<file path="src/rtl/tuart_tx_fifo.sv">
// Buffered UART transmitter: FIFO in front of a start/data/parity/stop serialiser
// with per-frame configuration latching and frame-boundary XOFF.
module tuart_tx_fifo #(
  parameter int WORD_BITS  = 8,
  parameter int FIFO_DEPTH = 8,
  parameter int DIV_WIDTH  = 16
) (
  input  logic                          clk_i,
  input  logic                          rst_in,
  input  logic [WORD_BITS-1:0]          data_i,
  input  logic                          valid_i,
  output logic                          ready_o,
  input  logic [DIV_WIDTH-1:0]          div_i,
  input  logic                          parity_en_i,
  input  logic                          parity_odd_i,
  input  logic                          two_stop_i,
  input  logic                          xoff_i,
  output logic                          tx_o,
  output logic                          busy_o,
  output logic [$clog2(FIFO_DEPTH):0]   level_o
);

  localparam int AW = $clog2(FIFO_DEPTH);
  localparam int LW = AW + 1;
  localparam int BW = $clog2(WORD_BITS);

  typedef enum logic [2:0] {
    ST_IDLE   = 3'd0,
    ST_START  = 3'd1,
    ST_DATA   = 3'd2,
    ST_PARITY = 3'd3,
    ST_STOP   = 3'd4
  } state_t;

  function automatic logic parity_bit(input logic [WORD_BITS-1:0] word, input logic odd);
    return (^word) ^ odd;
  endfunction

  logic [WORD_BITS-1:0] mem_r [FIFO_DEPTH];
  logic [AW-1:0]        wr_ptr_r, rd_ptr_r;
  logic [LW-1:0]        level_r, level_nxt_s;
  logic                 ready_r;
  logic                 push_s, pop_s, start_ok_s, bit_end_s;

  state_t               state_r, state_nxt_s;
  logic                 tx_r, tx_nxt_s, busy_r;
  logic [DIV_WIDTH-1:0] cnt_r, cnt_nxt_s, div_r;
  logic [WORD_BITS-1:0] shift_r, shift_nxt_s;
  logic [BW-1:0]        bit_cnt_r, bit_cnt_nxt_s;
  logic                 stop2_r, stop2_nxt_s;
  logic                 par_en_r, par_r, two_stop_r;

  assign push_s      = valid_i && ready_r;
  assign start_ok_s  = (level_r != LW'(0)) && !xoff_i;
  assign bit_end_s   = (cnt_r == DIV_WIDTH'(0));
  assign level_nxt_s = level_r + LW'(push_s) - LW'(pop_s);

  // FIFO storage write port
  always_ff @(posedge clk_i) begin
    if (push_s) begin
      mem_r[wr_ptr_r] <= data_i;
    end
  end

  // FIFO pointers and registered status
  always_ff @(posedge clk_i) begin
    if (!rst_in) begin
      wr_ptr_r <= '0;
      rd_ptr_r <= '0;
      level_r  <= '0;
      ready_r  <= 1'b1;
    end else begin
      if (push_s) wr_ptr_r <= wr_ptr_r + AW'(1);
      if (pop_s)  rd_ptr_r <= rd_ptr_r + AW'(1);
      level_r <= level_nxt_s;
      ready_r <= (level_nxt_s != LW'(FIFO_DEPTH));
    end
  end

  // Serialiser next-state, next-bit and pop decision
  always_comb begin
    state_nxt_s   = state_r;
    tx_nxt_s      = tx_r;
    cnt_nxt_s     = bit_end_s ? div_r : (cnt_r - DIV_WIDTH'(1));
    shift_nxt_s   = shift_r;
    bit_cnt_nxt_s = bit_cnt_r;
    stop2_nxt_s   = stop2_r;
    pop_s         = 1'b0;
    case (state_r)
      ST_IDLE: begin
        tx_nxt_s = 1'b1;
        if (start_ok_s) begin
          pop_s       = 1'b1;
          state_nxt_s = ST_START;
          tx_nxt_s    = 1'b0;
          cnt_nxt_s   = div_i;
          shift_nxt_s = mem_r[rd_ptr_r];
        end else begin
          cnt_nxt_s = cnt_r;
        end
      end
      ST_START: begin
        if (bit_end_s) begin
          state_nxt_s   = ST_DATA;
          tx_nxt_s      = shift_r[0];
          shift_nxt_s   = {1'b0, shift_r[WORD_BITS-1:1]};
          bit_cnt_nxt_s = '0;
        end else begin
          state_nxt_s = ST_START;
        end
      end
      ST_DATA: begin
        if (bit_end_s) begin
          if (bit_cnt_r == BW'(WORD_BITS - 1)) begin
            if (par_en_r) begin
              state_nxt_s = ST_PARITY;
              tx_nxt_s    = par_r;
            end else begin
              state_nxt_s = ST_STOP;
              tx_nxt_s    = 1'b1;
              stop2_nxt_s = 1'b0;
            end
          end else begin
            bit_cnt_nxt_s = bit_cnt_r + BW'(1);
            tx_nxt_s      = shift_r[0];
            shift_nxt_s   = {1'b0, shift_r[WORD_BITS-1:1]};
          end
        end else begin
          state_nxt_s = ST_DATA;
        end
      end
      ST_PARITY: begin
        if (bit_end_s) begin
          state_nxt_s = ST_STOP;
          tx_nxt_s    = 1'b1;
          stop2_nxt_s = 1'b0;
        end else begin
          state_nxt_s = ST_PARITY;
        end
      end
      ST_STOP: begin
        if (bit_end_s) begin
          // The second stop bit reuses this state; the next frame may follow with no gap.
          if (two_stop_r && !stop2_r) begin
            stop2_nxt_s = 1'b1;
            tx_nxt_s    = 1'b1;
          end else if (start_ok_s) begin
            pop_s       = 1'b1;
            state_nxt_s = ST_START;
            tx_nxt_s    = 1'b0;
            cnt_nxt_s   = div_i;
            shift_nxt_s = mem_r[rd_ptr_r];
          end else begin
            state_nxt_s = ST_IDLE;
            tx_nxt_s    = 1'b1;
          end
        end else begin
          state_nxt_s = ST_STOP;
        end
      end
      default: begin
        state_nxt_s = ST_IDLE;
        tx_nxt_s    = 1'b1;
      end
    endcase
  end

  // Serialiser state, line output and per-frame configuration
  always_ff @(posedge clk_i) begin
    if (!rst_in) begin
      state_r    <= ST_IDLE;
      tx_r       <= 1'b1;
      busy_r     <= 1'b0;
      cnt_r      <= '0;
      shift_r    <= '0;
      bit_cnt_r  <= '0;
      stop2_r    <= 1'b0;
      div_r      <= '0;
      par_en_r   <= 1'b0;
      par_r      <= 1'b0;
      two_stop_r <= 1'b0;
    end else begin
      state_r   <= state_nxt_s;
      tx_r      <= tx_nxt_s;
      busy_r    <= (state_nxt_s != ST_IDLE);
      cnt_r     <= cnt_nxt_s;
      shift_r   <= shift_nxt_s;
      bit_cnt_r <= bit_cnt_nxt_s;
      stop2_r   <= stop2_nxt_s;
      if (pop_s) begin
        div_r      <= div_i;
        par_en_r   <= parity_en_i;
        par_r      <= parity_bit(mem_r[rd_ptr_r], parity_odd_i);
        two_stop_r <= two_stop_i;
      end
    end
  end

  assign ready_o = ready_r;
  assign level_o = level_r;
  assign tx_o    = tx_r;
  assign busy_o  = busy_r;

endmodule

</file>
<file path="config.mk">
export PLATFORM = sky130hd
export DESIGN_NAME = tuart_tx_fifo
export DESIGN_NICKNAME = d
export VERILOG_FILES = /design/src/rtl/tuart_tx_fifo.sv
export SDC_FILE = /design/constraint.sdc
export NUM_CORES = 1
export LEC_CHECK = 0
export CAP_MARGIN = 15
export CORE_ASPECT_RATIO = 1.1
export CORE_MARGIN = 10
export CORE_UTILIZATION = 56
export CTS_BUF_LIST = sky130_fd_sc_hd__clkbuf_2 sky130_fd_sc_hd__clkbuf_4 sky130_fd_sc_hd__clkbuf_8
export CTS_CLUSTER_DIAMETER = 30
export CTS_CLUSTER_SIZE = 8
export DETAILED_ROUTE_END_ITERATION = 7
export PLACE_DENSITY = 0.79
export SLEW_MARGIN = 20
export SYNTH_ARGS = -nofsm -noshare
export SYNTH_HDL_FRONTEND = slang
export SYNTH_SLANG_ARGS = --single-unit
</file>
<file path="constraint.sdc">
create_clock -name clk_i -period 2.6 [get_ports clk_i]
set_input_delay 0.52 -clock clk_i [delete_from_list [all_inputs] [get_ports clk_i]]
set_output_delay 0.52 -clock clk_i [all_outputs]
set_load 0.1 [all_outputs]
</file>
==> results_dict.tcl, run 1 <==
set metrics [dict create \
    synthFlopType "dfxtp_1" \
    first_pass_iters 4 \
    postCtsHoldBufs 0 \
    min_period_over_period_pct 98.5 \
    hold_path_depth 2 \
    die_y_um 130 \
    hpwl_mm 8.94 \
    vias 4314 \
    fp.dieW_um 120 \
    htreeDepth 4 \
    synth_edf_count 64 \
    cp_data_required_time_ps 2940 \
    wirelength_mm 13.2 \
    cts_root_buffer "clkbuf_8" \
    grt_max_degree 37 \
    nets 637 \
    drt_iter0_markers 334 \
    synthArstFlopShare_pct 0 \
    numCtsBuffers 17 \
    antenna_found_initial 0 \
    synthToLayoutAreaGrowth_pct 18.8 \
    vdd_ir_drop_max_mv 0.768 \
    worstSetupPathType "register to register" \
    viasPerCell 5.71 \
    post-route-min-period_ps 2560 \
    reg2reg_from "level_o[3]$_SDFF_PN0_" \
    fmax_mhz 390 \
    ys_seq_area_share_pct 52.7 \
    die_area_um2 15600 \
    grt_pass1_wl_mm 21.4 \
    pin_count 38 \
    cts.path.max_buffers 2 \
    mappedNetlistNets 570 \
    synthCells 528 \
    power_uw 8670 \
    route.detailed.drc 0 \
    status "finished clean" \
    drv_slew 0 \
    fp-row-count 40 \
    grt_util_all_layers_pct 17.4 \
    crit_path_start_kind "register" \
    synthesis.area_um2 6150 \
    clock_skew_ps 9.88 \
    finalSetupViolations 0 \
    hold_path_class "register to register" \
    yosys_warnings 0 \
    worstPathArrival_ps 2900 \
    leakage_uw 0.00270 \
    multi_input_area_um2 2800 \
    start_util_pct 56.9 \
    core_area_um2 10800 \
    clock_sinks 130 \
    path_clk_slew_ps 80 \
    layout-drive-gt1-share_pct 20.9 \
    r2r-end "ready_o$_SDFF_PN1_" \
    slew_headroom_pct 69.3 \
    avgSynthCellArea_um2 11.6 \
    cp_max_fo 3 \
    seqCellArea_um2 3250 \
    min_from "shift_r[7]$_SDFFE_PN0P_" \
    crit_path_end_kind "register" \
    gp_congestion 0.902 \
    detail-route-antenna-nets 0 \
    power_density_nw_per_um2 1190 \
    synth-seq-cells 130 \
    max_cap_violations 0 \
    rr_worst_depth 11 \
    synth.distinct_cells 59 \
    final_hold_viol_count 0 \
    n_antenna_cell 0 \
    overflow 0 \
    worst_pin_slew_ps 456 \
    layout_common_cells "edfxtp_1 (64), dfxtp_1 (61), nor2_1 (50), nand2_1 (50), mux2i_1 (42)" \
    final_common_cell "edfxtp_1" \
    nFillCells 815 \
    wire_per_inst_um 17.5 \
    worst_hold_path.endpoint "shift_r[7]$_SDFFE_PN0P_" \
    port_buffers 37 \
    fin_hold_ws_ps 468 \
    grt_pass1_vias 4292 \
    cts_tree "built" \
    clock_latency_ps 450 \
    rrSetupSlack_ps 40 \
]
[per-layer routing]
| layer | routed length [um] | GRT usage (%) | share of wire, % |
|---|---|---|---|
| met1 | 5620 | 21.2 | 43 |
| met2 | 6470 | 28.0 | 49 |
| met3 | 801 | 4.58 | 6.1 |
| met4 | 285 | 8.74 | 2.2 |
| met5 | 0 | 0 | 0 |
[final cells by class]
cell class                 instances  share of cell area (%)
clock buffer                      17                    3.20
clock inverter                    15                    2.04
inverter                          10                   0.548
multi-input combinational        363                    38.3
sequential                       130                    44.5
tap                              147                    2.52
timing repair buffer              73                    8.87
[synth_stat cells, drive strengths merged, types with 4 or more instances]
library cell | number | area [um^2]
o21ai | 14 | 70.1
nand3 | 15 | 80.1
mux2i | 42 | 420
ha | 10 | 125
nand2b | 8 | 50.1
buf | 9 | 62.6
or3 | 4 | 30.0
edfxtp | 64 | 1920
inv | 9 | 33.8
clkbuf | 16 | 60.1
a21oi | 27 | 143
nor2b | 16 | 100
nor2 | 51 | 194
and2 | 5 | 31.3
dfxtp | 66 | 1320
o211a | 5 | 50.1
mux4 | 16 | 387
xor2 | 9 | 78.8
o211ai | 5 | 37.5
nor3 | 12 | 60.1
a211oi | 8 | 65.1
nand2 | 51 | 191
a31oi | 4 | 25.0
xnor2 | 14 | 130
mux2 | 14 | 161
[repair_timing]
item | CTS | global route
gates resized for setup | 0 | 6
setup endpoints to repair | 0 | 1
buffers inserted | 0 | 1
[where the power goes]
| part | internal, uW | switching (uW) |
|---|---|---|
| combinational | 1860 | 2310 |
| clock | 783 | 874 |
| sequential | 2530 | 309 |
[critical path: stages (launching register included)]
cell and delay [ps]:
dfxtp_4 350, inv_1 60, ha_4 150, or3b_4 240, nand4_1 140, o31ai_4 400
xnor2_2 100, ha_2 210, fa_2 390, xor2_2 170, nor3_2 190, nand2_1 60
[cell families (layout without fill, tap and decap cells)]
| family | Yosys count | count (layout) | share of synthesized area (%) |
|---|---|---|---|
| compound gates | 77 | 77 | 8.42 |
| buf+inv | 35 | 115 | 2.60 |
| fa+ha+maj | 11 | 11 | 2.36 |
| xor+xnor | 24 | 24 | 3.76 |
| flops | 130 | 130 | 52.7 |
| simple gates | 179 | 179 | 14.3 |
| mux | 72 | 72 | 15.8 |
[flip-flops by register name, indices dropped and copies added, names as in the netlist, named ones only]
register    flops
rd_ptr_r        3
level_o         4
two_stop_r      1
cnt_r          16
mem_r          64
div_r          16
stop2_r         1
bit_cnt_r       3
busy_o          1
ready_o         1
shift_r         8
wr_ptr_r        3
par_en_r        1
par_r           1
tx_o            1
state_r         3
[stage by stage]
step / cell area (um^2) / setup WS [ps] / setup TNS [ps] / std cells / util [%]
final: 7310 / 38.5 / 0 / 755 / 67.6
after global routing: 7310 / -41.3 / -41.3 / 755 / 67.6
after CTS: 7270 / 105 / 0 / 754 / 67.2
after detailed placement: 6890 / -172 / -388 / 722 / 63.7
after global placement: 6890 / -38.7 / -38.7 / 722 / 63.7
after floorplan: 6180 / -189 / -516 / 528 / -
[worst max path at each step]
| stage | from | end |
|---|---|---|
| after floorplan | level_o[2]$_SDFF_PN0_ | ready_o$_SDFF_PN1_ |
| after global placement | xoff_i | ready_o$_SDFF_PN1_ |
| after detailed placement | xoff_i | ready_o$_SDFF_PN1_ |
| after CTS | cnt_r[2]$_SDFFE_PN0N_ | ready_o$_SDFF_PN1_ |
| after global routing | level_o[3]$_SDFF_PN0_ | ready_o$_SDFF_PN1_ |
| final | level_o[3]$_SDFF_PN0_ | ready_o$_SDFF_PN1_ |
Power figures use the tool's default switching activity.
==> inputs of run 2 (changes only) <==
CAP_MARGIN = 20   (was 15)
SLEW_MARGIN = default   (was 20)
==> results of run 2 <==
Final layout, timing and power as in run 1 (identical DEF).
